`src/rtl/seq_div_if.sv`:
```
// Operand/result bus shared between the divider and whoever drives it.
// The master drives start and data_in. The slave (the divider) drives the results and status.
interface seq_div_if #(
    parameter int WIDTH = 16
) ();
    logic             start;
    logic [WIDTH-1:0] data_in;
    logic [WIDTH-1:0] quotient;
    logic [WIDTH-1:0] remainder;
    logic             busy;
    logic             done;
    logic             div_by_zero;

    modport master (
        output start,
        output data_in,
        input  quotient,
        input  remainder,
        input  busy,
        input  done,
        input  div_by_zero
    );

    modport slave (
        input  start,
        input  data_in,
        output quotient,
        output remainder,
        output busy,
        output done,
        output div_by_zero
    );
endinterface

```
`src/rtl/seq_div_repsub.sv`:
```
// Sequential unsigned divider by repeated subtraction; operands load over the shared bus
// (dividend, then divisor) on the clocks after start.
//   state  | meaning
//   IDLE   | waiting for start
//   LOAD_A | capture dividend into A
//   LOAD_B | capture divisor into B, clear Q
//   CHECK  | divide-by-zero / trivial A<B screen
//   SUB    | A<=A-B, Q<=Q+1 each clock
//   DONE   | results held until next start
module seq_div_repsub #(
    parameter int WIDTH = 16
) (
    input  logic     clk,
    input  logic     rst_n,
    seq_div_if.slave bus
);

    typedef enum logic [2:0] {
        S_IDLE   = 3'd0,
        S_LOAD_A = 3'd1,
        S_LOAD_B = 3'd2,
        S_CHECK  = 3'd3,
        S_SUB    = 3'd4,
        S_DONE   = 3'd5
    } state_t;

    state_t           state_q, state_d;
    logic [WIDTH-1:0] a_q, a_d;
    logic [WIDTH-1:0] b_q, b_d;
    logic [WIDTH-1:0] q_q, q_d;
    logic             dz_q, dz_d;

    logic [WIDTH-1:0] a_minus_b;
    logic             a_ge_b;
    logic             diff_lt_b;

    assign a_minus_b = a_q - b_q;
    assign a_ge_b    = (a_q >= b_q);
    assign diff_lt_b = (a_minus_b < b_q);

    always_ff @(posedge clk or negedge rst_n) begin
        if (!rst_n) begin
            state_q <= S_IDLE;
            a_q     <= '0;
            b_q     <= '0;
            q_q     <= '0;
            dz_q    <= 1'b0;
        end else begin
            state_q <= state_d;
            a_q     <= a_d;
            b_q     <= b_d;
            q_q     <= q_d;
            dz_q    <= dz_d;
        end
    end

    // The exit from SUB looks ahead at the post-subtract remainder.
    // This makes the last useful subtraction also the step into DONE, so no
    // extra compare-only clock is spent. CHECK catches A<B before any subtraction.
    always_comb begin
        state_d = state_q;
        a_d     = a_q;
        b_d     = b_q;
        q_d     = q_q;
        dz_d    = dz_q;
        unique case (state_q)
            S_IDLE: begin
                if (bus.start) state_d = S_LOAD_A;
            end
            S_LOAD_A: begin
                a_d     = bus.data_in;
                dz_d    = 1'b0;
                state_d = S_LOAD_B;
            end
            S_LOAD_B: begin
                b_d     = bus.data_in;
                q_d     = '0;
                state_d = S_CHECK;
            end
            S_CHECK: begin
                if (b_q == '0) begin
                    dz_d    = 1'b1;
                    q_d     = '1;
                    state_d = S_DONE;
                end else if (!a_ge_b) begin
                    state_d = S_DONE;
                end else begin
                    state_d = S_SUB;
                end
            end
            S_SUB: begin
                if (a_ge_b) begin
                    a_d = a_minus_b;
                    q_d = q_q + WIDTH'(1);
                    if (diff_lt_b) state_d = S_DONE;
                end else begin
                    state_d = S_DONE;
                end
            end
            S_DONE: begin
                if (bus.start) state_d = S_LOAD_A;
            end
            default: state_d = S_IDLE;
        endcase
    end

    assign bus.quotient    = q_q;
    assign bus.remainder   = a_q;
    assign bus.busy        = (state_q == S_LOAD_A) || (state_q == S_LOAD_B) ||
                             (state_q == S_CHECK)  || (state_q == S_SUB);
    assign bus.done        = (state_q == S_DONE);
    assign bus.div_by_zero = (state_q == S_DONE) && dz_q;

endmodule

```
`src/flat_wrapper.sv`:
```
// flat-port wrapper written by rule: the top's interface ports become plain ports
module seq_div_repsub_flat 
#(
    parameter int WIDTH = 16
)
  (clk, rst_n, bus_start, bus_data_in, bus_quotient, bus_remainder, bus_busy, bus_done, bus_div_by_zero);
  seq_div_if #(.WIDTH(WIDTH)) bus_i ();
  input  logic clk;
  input  logic rst_n;
  input wire logic [$bits(bus_i.start)-1:0] bus_start;
  input wire logic [$bits(bus_i.data_in)-1:0] bus_data_in;
  output wire logic [$bits(bus_i.quotient)-1:0] bus_quotient;
  output wire logic [$bits(bus_i.remainder)-1:0] bus_remainder;
  output wire logic [$bits(bus_i.busy)-1:0] bus_busy;
  output wire logic [$bits(bus_i.done)-1:0] bus_done;
  output wire logic [$bits(bus_i.div_by_zero)-1:0] bus_div_by_zero;
  assign bus_i.start = bus_start;
  assign bus_i.data_in = bus_data_in;
  assign bus_quotient = bus_i.quotient;
  assign bus_remainder = bus_i.remainder;
  assign bus_busy = bus_i.busy;
  assign bus_done = bus_i.done;
  assign bus_div_by_zero = bus_i.div_by_zero;
  seq_div_repsub #(.WIDTH(WIDTH)) u_core (.clk(clk), .rst_n(rst_n), .bus(bus_i));
endmodule
```
`config.mk`:
```
export PLATFORM = sky130hd
export DESIGN_NAME = seq_div_repsub_flat
export DESIGN_NICKNAME = d
export VERILOG_FILES = /design/src/rtl/seq_div_if.sv /design/src/rtl/seq_div_repsub.sv /design/src/flat_wrapper.sv
export SDC_FILE = /design/constraint.sdc
export NUM_CORES = 1
export LEC_CHECK = 0
export ABC_AREA = 1
export CELL_PAD_IN_SITES_DETAIL_PLACEMENT = 0
export CELL_PAD_IN_SITES_GLOBAL_PLACEMENT = 1
export CORE_MARGIN = 4
export CORE_UTILIZATION = 40
export DETAILED_ROUTE_END_ITERATION = 12
export DONT_BUFFER_PORTS = 1
export PLACE_DENSITY = 0.78
export SLEW_MARGIN = 20
export SYNTH_ARGS = -nofsm -noshare
export SYNTH_HDL_FRONTEND = slang
export SYNTH_SLANG_ARGS = --single-unit
```
`constraint.sdc`:
```
create_clock -name clk -period 3.7 [get_ports clk]
set_input_delay 0.185 -clock clk [delete_from_list [all_inputs] [get_ports clk]]
set_output_delay 0.185 -clock clk [all_outputs]
set_load 0.05 [all_outputs]
```
After elaboration in Yosys (flattened, before gate mapping)
Index checks and enable logic that the tools add are counted.
{"block": "totals", "ff_bits": 52, "inputBits": 19, "output_inout_bits": 35, "wordCells": 45}
{"block": "op_classes", "add_sub_neg": 2, "magnitude_cmp": 2, "eq_ne": 9, "n_mux": 13, "n_reduce_logical": 14}
{"cell": "2-to-1 mux 16 bit", "n": 3}
{"cell": "case mux 16 bit (3 select lines)", "n": 1}
{"cell": "case mux 16 bit (2 select lines)", "n": 1}
{"cell": "adder 16 x 1 -> 16 bit (second input constant)", "n": 1}
{"cell": "greater-or-equal comparator 16 bit", "n": 1}
{"cell": "zero test 16 bit", "n": 1}
{"cell": "less-than comparator 16 bit", "n": 1}
{"cell": "subtractor 16 bit", "n": 1}
{"cell": "case mux 3 bit (5 select lines)", "n": 1}
{"cell": "2-to-1 mux 3 bit", "n": 4}
{"cell": "== test 3 x 2 -> 1 bit (second input constant)", "n": 2}
{"cell": "== test 3 bit (second input constant)", "n": 2}
{"cell": "inequality test 2 x 1 -> 1 bit (second input constant)", "n": 3}
{"cell": "AND reduction 2 bit", "n": 3}
{"cell": "nonzero test 2 bit", "n": 2}
{"cell": "== test 3 x 1 -> 1 bit (second input constant)", "n": 1}
{"cell": "zero test 3 bit", "n": 1}
{"cell": "logical OR 1 bit", "n": 3}
{"cell": "inequality test 3 bit (second input constant)", "n": 1}
{"cell": "AND reduction 3 bit", "n": 1}
{"cell": "nonzero test 3 bit", "n": 1}
{"cell": "2-to-1 mux 1 bit", "n": 2}
{"cell": "case mux 1 bit (2 select lines)", "n": 1}
{"cell": "OR reduction 2 bit", "n": 1}
{"cell": "logical AND 1 bit", "n": 1}

Logic depth before layout (Yosys ltp)
Gate-level depths: netlist of run 1.
{"block": "logic_depth", "ltp_word": 5, "mapped_depth": 21}

Worst setup path after synthesis of run 1
No wires, ideal clock.
{"block": "synth_timing", "kind": "register -> register", "startpoint": "register u_core.a_q[0], in the netlist u_core.bus.remainder[0]", "endpoint": "register u_core.state_q[2]", "t_arrival_ns": 2.794, "slack_ns": 0.789, "path_stages_with_launch": 22, "n_path_buf": 0, "path_cell_list": "dfrtp_1 inv_1 ha_1 inv_1 fa_1 nand2_1 nand2_1 nand3_1 nand2_1 or2_2 and2_1 ha_1 nand2_1 nor2_1 nor2_1 nand2_1 nand2_1 nand2_1 nand3_1 nand2_1 nand2_1 nand2_1"}
{"block": "synth_between", "elab_chain_cells": 4, "word_cells_on_any_way": 7, "classes_between": "add/sub: 1; order compare: 2; eq/ne: 1; mux: 2; reduce/logical: 1"}
{"item": "start: declaration", "line": "seq_div_repsub.sv:28", "text": "logic [WIDTH-1:0] a_q, a_d;"}
{"item": "start signal: assignment", "line": "seq_div_repsub.sv:44", "text": "a_q <= '0;"}
{"item": "start signal: assignment", "line": "seq_div_repsub.sv:50", "text": "a_q <= a_d;"}
{"item": "subtractor 16 bit", "line": "seq_div_repsub.sv:37", "text": "assign a_minus_b = a_q - b_q;"}
{"item": "less-than comparator 16 bit", "line": "seq_div_repsub.sv:39", "text": "assign diff_lt_b = (a_minus_b < b_q);"}
{"item": "inequality test 3 bit (no source line)"}
{"item": "AND reduction 2 bit (no source line)"}
{"item": "end signal: assignment", "line": "seq_div_repsub.sv:49", "text": "state_q <= state_d;"}
{"item": "end: declaration", "line": "seq_div_repsub.sv:27", "text": "state_t state_q, state_d;"}
Several ways; a longest one is shown, not always the timed one.
A chain may end at the register's enable or synchronous reset.

Worst setup path in the final report of run 1
Ends and elaborated chain as after synthesis.

==> flow_summary.ini, run 1 <==
[status]
status = complete, no violations

[timing]
setup_violations = 0
hold_viol_final = 0
fin_skew_ps = 8.559
rsz0062_at_grt = false
finalMaxSlewViolations = 0
clock.fmax_ghz = 0.3134
slew-limit-headroom_pct = 34.20
period_needed_ps = 3190
fin_setup_tns_ps = 0
timing.final.crit_share_pct = 86.23
tightest_slew_ps = 984.2

[final_layout]
multi_input_comb_area_mm2 = 0.002455
nets = 696
utilization_pct = 43.51
diodes = 0
drive_gt1_share_pct = 5.590
nFillCells = 1134
regArea_mm2 = 0.001301
area_growth_pct = 6.591

[cts]
htree_levels = 2
cts_buffers = 5
root_buffer = clkbuf_8
clkLatencyLatePin_ps = 320
cts_tree = done
cts.clk_slew.worst_paths_ps = 100
cts_max_path_buffers = 2
cts.sinks = 52

[routing]
drt-pass1-iter-count = 4
wl_met1_um = 5406
met2_length_um = 5343
first_iter_violations = 155
ant_nets = 0
top_layer_used = met4
wirelength_um = 11330
drt_drc_violations_left = 0
wl_met3_um = 436
num_vias = 3906
wire_per_inst_um = 14.53
via_per_inst = 5.008

[die]
core-area_mm2 = 0.01028
die_h_um = 110.4
ios = 54
start_util_pct = 40.82
row_count = 37
die_area_mm2 = 0.01219
die_w_um = 110.4

[grt]
overflow = 0
grt_max_degree = 53
grt_pass1_wl_um = 19500
grt_pass1_vias = 3901
grtUsageTotal_pct = 19.23
antenna_found_initial = 0

[setup_path]
crit_required_ps = 3910
cp_common_cell = nand2_1
path_cells = inv_1, ha_1, inv_1, fa_1, nand2_1, nand2_1, nand3_1, nand2_1, or2_2, and2_1, ha_1, nand2_1, nor2_1, nor2_1, nand2_1, nand2_1, nand2_1, nand3_1, nand2_1, nand2_1, nand2_1
max_stage_delay_ps = 580
worstRegToRegCells = 21
slowest_stage = dfrtp_1
setup.worst_path.start_class = register
ff2ff_setup_slack_ps = 510
worstPathArrival_ps = 3400
path_depth = 21
cp_top_family = simple AND/OR/NAND/NOR gates
worst-path-buf-inv = 2
critPathKind = register to register
cp-end-kind = register
path_max_fanout = 4

[run]
drv_cap = 0

[synthesis]
ys_seq_area_share_pct = 31.02
synth_area_leader_cell = dfrtp_1
synth_seq_cells = 52
synth.area.top_cells = dfrtp_1 (31%), nand2_1 (21%), ha_1 (9.8%)
yosysUniqueCellTypes = 33
synth_area_per_cell_um2 = 6.525
syn_nets = 696
synth_warnings = 0
synth_top_area_share_pct = 31.02
syn_area_mm2 = 0.004195
netlist_instances = 643

[placed_design]
post-dp-hpwl_um = 8615
place_congestion = 0.9020
port_buffers = 0

[min_path]
hold_class = primary input to register
holdPathStages = 2
[layout by cell type, fill, tap and decap left out, drive strengths merged]
| cell type | count |
|---|---|
| nand2 | 245 |
| inv | 96 |
| nand3 | 61 |
| dfrtp | 52 |
| nor2 | 43 |
| ha | 33 |
| o21ai | 32 |
| a21oi | 24 |
| nand4 | 12 |
| nor3 | 7 |
| and2 | 6 |
| xor2 | 6 |
| clkbuf | 6 |
| buf | 5 |
| nand3b | 2 |
| xnor2 | 2 |
| a21o | 2 |
| a31o | 2 |
| dlygate4sd3 | 2 |
| or2 | 1 |
| o21bai | 1 |
| mux2 | 1 |
| fa | 1 |
| clkinv | 1 |
| bufinv | 1 |
[cell families (layout without fill, tap and decap cells)]
family,Yosys count,count (layout),synth area share [%]
AND/OR/NAND/NOR,377,377,38.53
XOR/XNOR,8,8,1.670
multiplexers,1,1,0.2684
buffers and inverters,110,111,10.47
flip-flops,52,52,31.02
adder cells (fa/ha/maj),34,34,10.32
AO/OA/AOI/OAI,61,61,7.724
[area by class of cell]
cell class                      instances  share of cell area (%)
Clock buffer                            6                   1.623
Clock inverter                          2                  0.7834
Inverter                               96                   8.058
Multi-Input combinational cell        481                   54.90
Sequential cell                        52                   29.10
Tap cell                              136                   3.805
Timing Repair Buffer                    7                   1.735
[worst reg2reg max path: stages (launching register included)]
cell	delay, ps
dfrtp_1	580
inv_1	160
ha_1	150
inv_1	70
fa_1	400
nand2_1	80
nand2_1	80
nand3_1	90
nand2_1	100
or2_2	290
and2_1	140
ha_1	270
nand2_1	80
nor2_1	50
nor2_1	90
nand2_1	70
nand2_1	50
nand2_1	50
nand3_1	110
nand2_1	80
nand2_1	60
nand2_1	40
[stage by stage]
step / hold WS (ps) / worst slack [ps] / cells / cell area, µm²
CTS: 4.886 / 515.1 / 779 / 4462
finish: 16.90 / 509.6 / 780 / 4472
global route: 12.50 / 270.5 / 780 / 4472
floorplan: -110.6 / 789.0 / 643 / 4195
detailed placement: -109.2 / 513.8 / 769 / 4317
global placement: -109.0 / 577.0 / 769 / 4317
[cell usage after synthesis]
cell	n
o21bai_1	1
ha_1	33
o21ai_0	27
dfrtp_1	52
nor2_2	2
inv_2	6
nor2_1	41
nand2_1	239
nand2_2	4
buf_2	6
nand4_1	12
a31o_2	2
nand3_2	3
fa_1	1
and2_1	6
nand3b_1	2
buf_4	2
nand3_1	58
nor3_2	1
a21o_1	2
a21oi_1	23
buf_8	1
o21ai_1	5
nor3_4	1
nor3_1	5
a21oi_2	1
inv_1	90
xor2_1	6
or2_2	1
clkbuf_1	5
mux2_2	1
nand2_4	2
xnor2_1	2
[final timing paths]
check | start | to
min reg2reg | u_core.dz_q | u_core.dz_q
max in group asynchronous | rst_n | u_core.bus.remainder[9]
min in group asynchronous | rst_n | u_core.bus.remainder[13]
max | u_core.bus.remainder[0] | u_core.state_q[2]
min | bus_data_in[12] | u_core.b_q[12]
max reg2reg | u_core.bus.remainder[0] | u_core.state_q[2]
[sequential cells by signal, indices dropped and copies added, names as in the netlist]
| name | count |
|---|---|
| u_core.bus.remainder | 16 |
| u_core.state_q | 3 |
| u_core.b_q | 16 |
| u_core.dz_q | 1 |
| u_core.bus.quotient | 16 |
[what timing repair did]
action	in CTS	in global routing
hold buffers	2	1
buffers inserted	0	0
endpoints found under the hold margin	52	1
resized for setup	0	0
[routing by layer]
metal | track usage [%] | up-vias
li1 | - | 2031
met1 | 25.83 | 1798
met2 | 32.00 | 68
met3 | 3.726 | 9
met4 | 4.433 | 0
met5 | 0 | -
Power of run 1 is not shown: default switching activity piles up to over one toggle a cycle in this logic, so the estimate is an artifact.
==> run 2: changes to the inputs <==
--- a/config.mk
+++ b/config.mk
@@ -6,13 +6,13 @@
 export NUM_CORES = 1
 export LEC_CHECK = 0
 export ABC_AREA = 1
-export CELL_PAD_IN_SITES_DETAIL_PLACEMENT = 0
-export CELL_PAD_IN_SITES_GLOBAL_PLACEMENT = 1
+export CELL_PAD_IN_SITES_DETAIL_PLACEMENT = 1
+export CELL_PAD_IN_SITES_GLOBAL_PLACEMENT = 2
 export CORE_MARGIN = 4
-export CORE_UTILIZATION = 40
+export CORE_UTILIZATION = 35
 export DETAILED_ROUTE_END_ITERATION = 12
 export DONT_BUFFER_PORTS = 1
-export PLACE_DENSITY = 0.78
+export PLACE_DENSITY = 0.86
 export SLEW_MARGIN = 20
 export SYNTH_ARGS = -nofsm -noshare
 export SYNTH_HDL_FRONTEND = slang
==> run 2 against run 1 <==
First-iteration DRC count is 19% lower. Fmax down 0.16%. Cell count up 0.77%. Register-to-register slack about the same. Sequential share of layout area down 0.25 points. Highest routed layer unchanged. Wire length up 13%. Via count rose by 2.6%. Final area grew 0.87%. Non-clock buffer count is 1 lower.
==> flow_summary.ini, run 2 (synthesis gave the netlist of run 1 again) <==
[final_layout]
final_common_cell = nand2_1
drive_gt1_share_pct = 5.754
diodes = 0
layout_common_cells = nand2_1 (239), inv_1 (90), nand3_1 (58)
nets = 695
utilization_pct = 39.00
area_growth_pct = 7.516
nFillCells = 1536

[routing]
num_vias = 4008
first_iter_violations = 125
wirelength_um = 12850
ant_nets = 0
drt_drc_violations_left = 0
via_per_inst = 5.099
wire_per_inst_um = 16.35
drt-pass1-iter-count = 4

[grt]
grt_max_degree = 53
grt_pass1_wl_um = 21640
grtUsageTotal_pct = 19.36
antenna_found_initial = 0
grt_pass1_vias = 4181
overflow = 0

[setup_path]
path_max_fanout = 4
r2r_end = u_core.state_q[2]
cp_top_family = simple AND/OR/NAND/NOR gates
ff2ff_setup_slack_ps = 500
cp-end-kind = register
max_stage_delay_ps = 580
worstRegToRegCells = 21
cp_common_cell = nand2_1
setup.worst_path.start_class = register
path_cells = inv_1, ha_1, inv_1, fa_1, nand2_1, nand2_1, nand3_1, nand2_1, or2_2, and2_1, ha_1, nand2_1, nor2_1, nor2_1, nand2_1, nand2_1, nand2_1, nand3_1, nand2_1, nand2_1, nand2_1
worstPathArrival_ps = 3390
rr_startpoint = u_core.bus.remainder[0]
worst-path-buf-inv = 2
critPathKind = register to register
slowest_stage = dfrtp_1
crit_required_ps = 3900

[timing]
clock.fmax_ghz = 0.3129
finalMaxSlewViolations = 0
tightest_slew_ps = 895.7
hold_slack_ps = 36.63
rsz0062_at_grt = false
fin_setup_tns_ps = 0
timing.final.crit_share_pct = 86.36
fin_skew_ps = 3.695
period_needed_ps = 3195
hold_viol_final = 0
slew-limit-headroom_pct = 40.06
setup_violations = 0

[cts]
cts_buffers = 5
cts.sinks = 52
cts.clk_slew.worst_paths_ps = 80
clkLatencyLatePin_ps = 300
cts_max_path_buffers = 2
root_buffer = clkbuf_16
post_cts_resized = 0
cts_tree = done
htree_levels = 2

[die]
start_util_pct = 36.28
die_h_um = 117.5
die_area_mm2 = 0.01380
core-area_mm2 = 0.01156
row_count = 39
die_w_um = 117.5
ios = 54

[status]
status = complete, no violations

[min_path]
hp-start = bus_data_in[0]
holdPathStages = 1
hold_class = primary input to register
min_to = u_core.b_q[0]

[placed_design]
post-dp-hpwl_um = 10110
port_buffers = 0
place_congestion = 0.8770

[run]
drv_cap = 0
run 2: timing repair:
item | in CTS | in global routing
hold buffers | 2 | 0
hold endpoints to repair | 52 | 0
setup buffers | 0 | 0
run 2: area by class of cell:
cell class	instances	area, µm²	share of cell area [%]
sequential	52	1301	28.85
multi-input combinational	481	2455	54.42
clock buffer	5	125.1	2.774
tap	143	178.9	3.967
inverter	96	360.3	7.989
timing repair buffer	6	67.56	1.498
clock inverter	3	22.52	0.4993
run 2: how the worst max path moves through the flow:
stage | from | end | slack (ps) | depth (start not counted)
floorplan | u_core.bus.remainder[0] | u_core.state_q[2] | 790 | 21
global placement | u_core.bus.remainder[0] | u_core.state_q[2] | 560 | 21
detailed placement | u_core.bus.remainder[0] | u_core.state_q[2] | 510 | 21
CTS | u_core.bus.remainder[0] | u_core.state_q[2] | 500 | 21
global route | u_core.bus.remainder[0] | u_core.state_q[0] | 250 | 21
finish | u_core.bus.remainder[0] | u_core.state_q[2] | 500 | 21
run 2: per-layer routing:
| layer | wire [µm] | track usage [%] |
|---|---|---|
| met1 | 5864 | 24.98 |
| met2 | 6397 | 33.60 |
| met4 | 79 | 4.176 |
| met3 | 512 | 3.940 |
| met5 | 0 | 0 |
run 2: metrics by stage:
step / area [µm²] / setup slack, ps / instances
after floorplan: 4195 / 789.0 / 643
after global routing: 4511 / 251.3 / 786
after CTS: 4511 / 498.4 / 786
after detailed placement: 4325 / 507.7 / 776
final: 4511 / 504.5 / 786
after global placement: 4325 / 560.8 / 776
Power of run 2 is left out for the same reason.
==> run 3: changes to the inputs <==
--- a/config.mk
+++ b/config.mk
@@ -12,6 +12,7 @@
 export CORE_UTILIZATION = 35
 export DETAILED_ROUTE_END_ITERATION = 12
 export DONT_BUFFER_PORTS = 1
+export MAX_ROUTING_LAYER = met4
 export PLACE_DENSITY = 0.86
 export SLEW_MARGIN = 20
 export SYNTH_ARGS = -nofsm -noshare
==> run 3 against run 2 <==
Worst hold slack worse by 1.7 ps. First-iteration DRC count rose by 8.0%. Final area unchanged. Critical path depth unchanged. Die area stayed put. Setup slack gained 2.5 ps. Fmax about the same. Core utilization unchanged. Global-route usage increased by 0.55 points. Register-to-register slack about the same. Cell count stayed put. Sequential cell count stayed put.
==> flow_summary.ini, run 3 (synthesis gave the netlist of run 1 again) <==
[status]
status = complete, no violations

[setup_path]
cp-end-kind = register
critPathKind = register to register
rr_startpoint = u_core.bus.remainder[0]
worstPathArrival_ps = 3390
worstRegToRegCells = 21
path_max_fanout = 4
setup.worst_path.start_class = register
ff2ff_setup_slack_ps = 510
crit_required_ps = 3900
r2r_end = u_core.state_q[2]

[routing]
wire_per_inst_um = 16.31
ant_nets = 0
drt_drc_violations_left = 0
num_vias = 4015
first_iter_violations = 135
via_per_inst = 5.108
wirelength_um = 12820
drt-pass1-iter-count = 4

[timing]
hold_viol_final = 0
slew-limit-headroom_pct = 40.03
fin_skew_ps = 3.447
timing.final.crit_share_pct = 86.30
period_needed_ps = 3193
fin_setup_tns_ps = 0
finalMaxSlewViolations = 0
tightest_slew_ps = 896.2
rsz0062_at_grt = false
setup_violations = 0
clock.fmax_ghz = 0.3132

[cts]
cts_max_path_buffers = 2
post_cts_buffers = 0
root_buffer = clkbuf_16
htree_levels = 2
cts_tree = done
cts.clk_slew.worst_paths_ps = 80
cts.sinks = 52
cts_buffers = 5
clkLatencyLatePin_ps = 300

[min_path]
min_to = u_core.b_q[0]
holdPathStages = 1
hp-start = bus_data_in[0]
hold_class = primary input to register

[die]
die_area_mm2 = 0.01380
start_util_pct = 36.28
die_w_um = 117.5
ios = 54
die_h_um = 117.5
row_count = 39
core-area_mm2 = 0.01156

[grt]
grtUsageTotal_pct = 19.91
overflow = 0
grt_pass1_vias = 4187
use_met3_pct = 3.988
grt.busiest_layer = met2
grt_max_degree = 53
grt_pass1_wl_um = 21620
antenna_found_initial = 0
use_met2_pct = 33.56
use_met1_pct = 24.98

[run]
drv_cap = 0

[final_layout]
multi_input_comb_area_mm2 = 0.002455
layout_common_cells = nand2_1 (239), inv_1 (90), nand3_1 (58)
utilization_pct = 39.00
fin_area_mm2 = 0.004511
regArea_mm2 = 0.001301
drive_gt1_share_pct = 5.754
diodes = 0
final_common_cell = nand2_1
nFillCells = 1536
area_growth_pct = 7.516
nets = 695

[placed_design]
port_buffers = 0
post-dp-hpwl_um = 10110
place_congestion = 0.8915
dpl_cell_area_mm2 = 0.004325
-- run 3: cell counts in the layout (fill, tap and decap cells not counted) --
No cell type changed its count.
-- run 3: worst max-delay path by stage --
| stage | slack (ps) | cells after the start | startpoint | endpoint |
|---|---|---|---|---|
| floorplan | 790 | 21 | u_core.bus.remainder[0] | u_core.state_q[2] |
| global placement | 560 | 21 | u_core.bus.remainder[0] | u_core.state_q[2] |
| detailed placement | 510 | 21 | u_core.bus.remainder[0] | u_core.state_q[2] |
| CTS | 500 | 21 | u_core.bus.remainder[0] | u_core.state_q[2] |
| global route | 250 | 21 | u_core.bus.remainder[0] | u_core.state_q[0] |
| finish | 510 | 21 | u_core.bus.remainder[0] | u_core.state_q[2] |
-- run 3: cell type report --
cell class	count	share of cell area (%)
clock buffer	5	2.774
clock inverter	3	0.4993
inverter	96	7.989
multi-input combinational	481	54.42
sequential	52	28.85
tap	143	3.967
timing repair buffer	6	1.498
-- run 3: timing repair --
| action | CTS | global route |
|---|---|---|
| hold buffers | 2 | 0 |
| gates resized for setup | 0 | 0 |
| hold endpoints to repair | 52 | 0 |
-- run 3: critical path, stage by stage (launching register included) --
cell	delay, ps
dfrtp_1	580
inv_1	160
ha_1	150
inv_1	70
fa_1	410
nand2_1	90
nand2_1	90
nand3_1	80
nand2_1	90
or2_2	290
and2_1	150
ha_1	260
nand2_1	80
nor2_1	50
nor2_1	80
nand2_1	70
nand2_1	60
nand2_1	40
nand3_1	100
nand2_1	80
nand2_1	60
nand2_1	50
-- run 3: stage by stage --
stage                     instances  hold slack [ps]  setup slack [ps]
final                           786            34.92             507.0
after global routing            786            23.28             251.3
after CTS                       786            24.55             498.4
after detailed placement        776           -109.2             507.7
after global placement          776           -108.7             560.8
after floorplan                 643           -110.6             789.0
-- run 3: routing by layer --
layer	up-vias	share of wire [%]	wire [µm]
met5	-	0	0
met4	0	0.96	123
met3	8	4.6	591
met2	53	49	6318
met1	1927	45	5788
li1	2027	-	-
Power of run 3 is left out for the same reason.
